$ cat config.mk
export PLATFORM = sky130hd
export DESIGN_NAME = pchannel_power_ctrl
export DESIGN_NICKNAME = d
export VERILOG_FILES = /design/src/rtl/pchannel_power_ctrl.sv
export SDC_FILE = /design/constraint.sdc
export NUM_CORES = 1
export LEC_CHECK = 0
export CORE_ASPECT_RATIO = 0.5
export CORE_MARGIN = 2
export CORE_UTILIZATION = 35
export DETAILED_ROUTE_END_ITERATION = 16
export SYNTH_ARGS = -nofsm -noshare
export SYNTH_HDL_FRONTEND = slang
export SYNTH_SLANG_ARGS = --single-unit
$ cat constraint.sdc
create_clock -name clk -period 2.15 [get_ports clk]
set_input_delay 0.43 -clock clk [delete_from_list [all_inputs] [get_ports clk]]
set_output_delay 0.43 -clock clk [all_outputs]
set_load 0.01 [all_outputs]
$ cat src/rtl/pchannel_power_ctrl.sv
// rtl/pchannel_power_ctrl.sv - P-Channel controller with command, auto-wake and idle auto-sleep
module pchannel_power_ctrl #(
    parameter int IDLE_TIMEOUT = 256,
    parameter int ACK_TIMEOUT  = 1024,
    parameter int CNT_W        = 16
) (
    input  logic clk,
    input  logic rst,
    input  logic cmd_valid,
    input  logic cmd_state,
    output logic cmd_ready,
    input  logic auto_en,
    input  logic err_clr,
    output logic pstate,
    output logic preq,
    input  logic paccept,
    input  logic pactive,
    output logic cur_state,
    output logic busy,
    output logic done,
    output logic timeout_err
);

    typedef enum logic [1:0] {
        ST_IDLE,
        ST_SETUP,
        ST_REQ,
        ST_RELEASE
    } state_t;

    // A zero IDLE_TIMEOUT never qualifies the increment, so the expiry value is then irrelevant.
    localparam logic [CNT_W-1:0] IDLE_LAST = CNT_W'(IDLE_TIMEOUT > 0 ? IDLE_TIMEOUT - 1 : 0);
    localparam logic [CNT_W-1:0] ACK_LIMIT = CNT_W'(ACK_TIMEOUT);
    localparam logic [CNT_W-1:0] CNT_MAX   = '1;

    state_t           state;
    state_t           state_n;
    logic             target;
    logic             target_n;
    logic [CNT_W-1:0] idle_cnt;
    logic [CNT_W-1:0] ack_cnt;
    logic             idle_inc;
    logic             idle_expire;
    logic             same_state_cmd;
    logic             handshake_done;
    logic             ack_wait;
    logic             ack_hit;

    // pstate only follows cur_state in IDLE, so it is frozen for the whole REQ/RELEASE exchange.
    assign cmd_ready = (state == ST_IDLE) && !rst;
    assign busy      = (state != ST_IDLE);
    assign preq      = (state == ST_REQ);
    assign pstate    = (state == ST_IDLE) ? cur_state : target;
    assign ack_wait  = (state == ST_REQ) || (state == ST_RELEASE);
    assign ack_hit   = ack_wait && (ACK_TIMEOUT != 0) && (ack_cnt == ACK_LIMIT);

    // Next-state selection: command beats auto-wake beats idle expiry; handshake phases never abort.
    always_comb begin
        state_n        = state;
        target_n       = target;
        idle_inc       = 1'b0;
        idle_expire    = 1'b0;
        same_state_cmd = 1'b0;
        handshake_done = 1'b0;
        case (state)
            ST_IDLE: begin
                idle_inc    = cur_state && !pactive && auto_en && (IDLE_TIMEOUT != 0);
                idle_expire = idle_inc && (idle_cnt == IDLE_LAST);
                if (cmd_valid) begin
                    if (cmd_state != cur_state) begin
                        state_n  = ST_SETUP;
                        target_n = cmd_state;
                    end else begin
                        same_state_cmd = 1'b1;
                    end
                end else if (!cur_state && pactive && auto_en) begin
                    state_n  = ST_SETUP;
                    target_n = 1'b1;
                end else if (idle_expire) begin
                    state_n  = ST_SETUP;
                    target_n = 1'b0;
                end
            end
            ST_SETUP: begin
                state_n = ST_REQ;
            end
            ST_REQ: begin
                if (paccept) begin
                    state_n = ST_RELEASE;
                end
            end
            ST_RELEASE: begin
                if (!paccept) begin
                    state_n        = ST_IDLE;
                    handshake_done = 1'b1;
                end
            end
            default: begin
                state_n = ST_IDLE;
            end
        endcase
    end

    // FSM state, handshake target and completion status.
    always_ff @(posedge clk) begin
        if (rst) begin
            state     <= ST_IDLE;
            target    <= 1'b0;
            cur_state <= 1'b0;
            done      <= 1'b0;
        end else begin
            state  <= state_n;
            target <= target_n;
            done   <= handshake_done || same_state_cmd;
            if (handshake_done) begin
                cur_state <= target;
            end
        end
    end

    // Sticky ack-timeout flag; a new timeout outranks a clear in the same cycle.
    always_ff @(posedge clk) begin
        if (rst) begin
            timeout_err <= 1'b0;
        end else if (ack_hit) begin
            timeout_err <= 1'b1;
        end else if (err_clr) begin
            timeout_err <= 1'b0;
        end
    end

    // Idle counter: saturating count of quiet RUN cycles, cleared on activity, expiry or leaving IDLE.
    always_ff @(posedge clk) begin
        if (rst) begin
            idle_cnt <= '0;
        end else if (!idle_inc || idle_expire || (state_n != ST_IDLE)) begin
            idle_cnt <= '0;
        end else if (idle_cnt != CNT_MAX) begin
            idle_cnt <= idle_cnt + 1'b1;
        end
    end

    // Ack counter: restarts on every phase change, saturates while waiting for one paccept edge.
    always_ff @(posedge clk) begin
        if (rst) begin
            ack_cnt <= '0;
        end else if (state_n != state) begin
            ack_cnt <= '0;
        end else if (ack_wait && (ack_cnt != CNT_MAX)) begin
            ack_cnt <= ack_cnt + 1'b1;
        end
    end

endmodule
# After elaboration in Yosys (flattened, before gate mapping)
# Cells that the tools add are included.
# word_totals
in_bits	8
latchBits	0
ff_bits	38
ramBits	0
elab_cells	64
n_memories	0
rom_bits	0
# classes
eq_ne	10
shifts	0
n_bitwise	0
n_reduce_logical	24
div	0
muxes	21
n_mul	0
add_sub_neg	2
order_cmp	0
# op_table
operator	count
$add 16x1->16 const B	2
$ne 16x16->1 const B	2
$eq 16x11->1 const B	1
$eq 16x8->1 const B	1
$mux 1	14
$mux 2	6
$logic_and 1x1->1	8
$pmux 2 s4	1
$reduce_bool 2->1	3
$eq 2x2->1 const B	2
$logic_not 1->1	4
$logic_or 1x1->1	4
$reduce_or 2->1	2
$reduce_and 3->1	1
$reduce_bool 3->1	1
$eq 2x1->1 const B	1
$logic_not 2->1	1
$ne 2x1->1 const B	1
$ne 2x2->1	1
$ne 1x1->1	1

# Depth between registers and ports, before layout
# logic_depth
ltp_word	11
mapped_depth	6
depth_no_buf	5

# Least setup slack after synthesis
# OpenSTA, ideal clock, no wires.
# synth_path
path_type	register -> register
from	register ack_cnt[0]
to	register ack_cnt[8]
required_ns	2.071
path_buffers	0
arrival_ns	1.638
setup_time_ns	0.079
slack_ns	0.433
synth_period_minus_slack_ns	1.717
path_stages_with_launch	6
cell_sequence	dfxtp_1 -> ha_1 -> and4_1 -> nand3_2 -> or4_1 -> a211oi_2
# synth_between
elab_chain_len	2
elab_cells_between_ends	3
classes_between	add/sub: 1; eq/ne: 1; reduce/logical: 1
# synth_rtl
item	line_no	source
from (decl)	41	logic [CNT_W-1:0] ack_cnt;
from (signal assigned)	150	ack_cnt <= ack_cnt + 1'b1;
branches (longest 2 deep; another with $add 16x1->16)	--	
# Parallel ways; which one is timed is not known.
# A chain may end at the register's enable or synchronous reset.

# Worst setup path in the final report
# layout_path
from	register state[0]
to	output port pstate
# layout_between
elab_chain_len	2
# layout_rtl
item	line_no	source
from (decl)	36	state_t state;
from (signal assigned)	112	state <= state_n;
$logic_not 2->1	53	assign pstate = (state == ST_IDLE) ? cur_state : target;
$mux 1	53	
to (decl)	14	output logic pstate,
# Every way passes these cells.

==> impl_metrics.ini <==
[cells_and_area]
nFillCells = 643
diodes = 0
fin_area_mm2 = 0.00290
finalNetCount = 304
drive_above_1_share = 0.177
area_delta_synth_final_pct = 22.3

[cts]
cts_tree = built
cts.sinks = 38
htreeDepth = 2
clock_path_buffers = 2
cts_root_buf = clkbuf_16
numCtsBuffers = 5
clk_pin_slew_ns = 0.06
clk_latency_ns = 0.28
hold_buffers = 0

[synthesis]
synthesis.instances = 267
synth_compound_area_frac = 0.222
synthesis.nets = 278
synth_xor_area_frac = 0.00685
muxShareOfSynthArea = 0.0464
synth_fa_ha_area_frac = 0.0158
syn_avg_cell_area_um2 = 8.89
yosysWarnings = 0
async_flop_share = 0
synth_top_family_by_area = simple AND/OR/NAND/NOR gates
yosys.area_share.simple = 0.348
yosysSeqAreaShare = 0.320
synthFlopType = dfxtp_1
synth_area_mm2 = 0.00237
synth_cell_type_count = 56
synth-edff-count = 0
synth_seq_cells = 38

[pwr]
p_int_mw = 1.49
seqPwrFrac = 0.390
powerDensity_mw_per_mm2 = 648
p_switching_mw = 0.390
p_comb_frac = 0.087
power_switching_share = 0.207
vdd_ir_drop_max_mv = 0.292
power_frac_clock = 0.523
p_leak_nw = 0.846

[critical_path]
crit_type = flip-flop to primary output
r2r_start = ack_cnt[0]
endpoint_kind = primary output
critical_path_required_ns = 1.72
cp_data_arrival_time_ns = 1.58
ff2ff_path_depth = 5
cp-start-kind = flip-flop
cp-startpoint = state[0]
cp_max_fo = 7

[run]
max_cap_violations = 0

[grt]
use_met1 = 0.201
grtUsageMet2 = 0.264
track_usage = 0.157
grt_pass1_vias = 2081
antenna_found_initial = 0
grt_max_degree = 18
grt_pass1_wl_um = 9640
overflow = 0
use_met3 = 0.0331
grt_busiest_layer = met2

[hold_path]
hp-start = timeout_err
min_path_cells = 2
hold_path_class = flip-flop to flip-flop

[sta]
hold_viol_final = 0
worstMarginPinSlew_ns = 0.609
rsz0062_at_grt = false
period_needed_ns = 2.01
finClkSkew_ns = 0.00417
setup_viol = 0
setup_tns_ns = 0
max_freq_mhz = 496
slew_viol_final = 0
finalCritPeriodShare = 0.937
slew_headroom = 0.591

[place]
place_area_mm2 = 0.00269
hpwl_um = 3940
port_buffers = 14
gp_congestion = 0.798

[routing]
finalWirelength_um = 5460
detail_route.first_pass.iterations = 4
drtAntennaViolNets = 0
wl_per_cell_um = 14.1
drtIter0Drc = 203
drc = 0
via_per_inst = 5.68
num_vias = 2194

[floorplan]
start_util = 0.359
ioPinCount = 15
dieWidth_um = 120
core-area_mm2 = 0.00662
dieArea_mm2 = 0.00750
die_h_um = 62.2
placementRows = 21

[outcome]
status = finished clean
-- critical path, stage by stage, from the launching register on --
cell and delay (ns):
dfxtp_1 0.48, nor2_4 0.08, o21ai_0 0.17, clkdlybuf4s50_1 0.57
-- synthesized netlist by cell type, types with 2 or more instances --
cell type	instances	area, µm²
ha_1	3	37.5
nor2b_1	2	12.5
and3_1	2	12.5
and4_1	4	35.0
nand4_2	2	25.0
dfxtp_1	38	761
nor4_1	11	68.8
o211ai_2	2	25.0
nor4b_1	4	35.0
nand4_1	7	43.8
a211oi_1	10	75.1
o21a_1	2	15.0
mux2i_1	11	110
a21oi_1	9	45.0
or4_1	6	45.0
nor3b_1	2	15.0
a211oi_2	11	138
nor3_1	12	60.1
nand3b_1	7	52.6
nor2_2	2	12.5
buf_6	2	22.5
a2111oi_4	2	55.1
o31ai_1	6	45.0
nand2_1	20	75.1
nand2b_1	2	12.5
o21ai_0	8	40.0
a31oi_1	4	25.0
buf_4	2	15.0
nand3_1	21	105
or3_1	8	50.1
nor2_1	10	37.5
clkbuf_2	2	10.0
inv_1	10	37.5
-- power by group through the flow --
stage,Sequential (mW),Clock [mW],Combinational (mW)
5_1_grt,0.735,1.03,0.181
3_5_place_dp,0.746,0,0.158
2_1_floorplan,0.739,0,0.0974
3_3_place_gp,0.745,0,0.155
4_1_cts,0.732,1.00,0.161
6_report,0.733,0.984,0.164
-- layout by cell type, fill, tap and decap left out, types with 8 or more instances in the layout --
master	netlist	final
o21ai_0	8	8
inv_1	10	10
nor4_1	11	11
dfxtp_1	38	37
nor2_1	10	10
or3_1	8	8
buf_4	2	11
nand2_1	20	20
a211oi_1	10	10
mux2i_1	11	11
clkdlybuf4s50_1	0	13
a211oi_2	11	11
nor3_1	12	12
nand3_1	21	21
a21oi_1	9	9
-- path summary, 6_finish.rpt --
path	to	slack [ns]
setup / recovery	pstate	0.14
hold / removal	timeout_err	0.47
setup reg to reg	ack_cnt[8]	0.33
hold reg to reg	timeout_err	0.47
-- flip-flops by register name, summed over array words and instances, names as in the netlist --
register	flops
ack_cnt	16
cur_state	1
done	1
idle_cnt	16
state	2
target	1
timeout_err	1
-- cells by family (layout without fill, tap and decap cells) --
logic type | after synthesis | count (layout)
AOI/OAI and AO/OA | 61 | 61
xor gates and xnor gates | 1 | 1
adders and majority gates | 3 | 3
buffers and inverters | 19 | 46
DFF | 38 | 38
muxes | 11 | 11
and+or+nand+nor | 134 | 134
-- area by class of cell --
type / instances / area [µm²] / share of cell area
clock buffer: 6 / 139 / 0.0478
sequential: 38 / 762 / 0.262
inverter: 11 / 41.3 / 0.0142
multi-input combinational: 210 / 1520 / 0.524
clock inverter: 2 / 60.1 / 0.0207
timing repair buffer: 27 / 265 / 0.0913
tap: 92 / 115 / 0.0396
-- what timing repair did --
item                                    in CTS  in global routing
setup buffers                                0                  1
endpoints found under the setup margin       1                  1
pin swaps                                    0                  1
gates cloned                                 0                  0
resized for setup                            2                  1
-- layer usage --
layer  vias to the layer above  wire length [µm]
met4                         0                70
met3                         8               127
li1                       1110                 -
met1                      1048              2670
met2                        28              2600
met5                         -                 0
-- per-stage QoR --
stage                     worst slack, ns  power [mW]  std cells  utilization  hold slack, ns
after floorplan                     0.433       0.836        267            -           0.475
after global placement             0.0586       0.901        377        0.406           0.462
after detailed placement           0.0228       0.904        377        0.406           0.468
after CTS                          0.0366        1.90        385        0.437           0.480
after global routing               0.0766        1.95        386        0.439           0.490
final                               0.136        1.88        386        0.439           0.474
No activity file was read; power rests on OpenSTA's default activity.
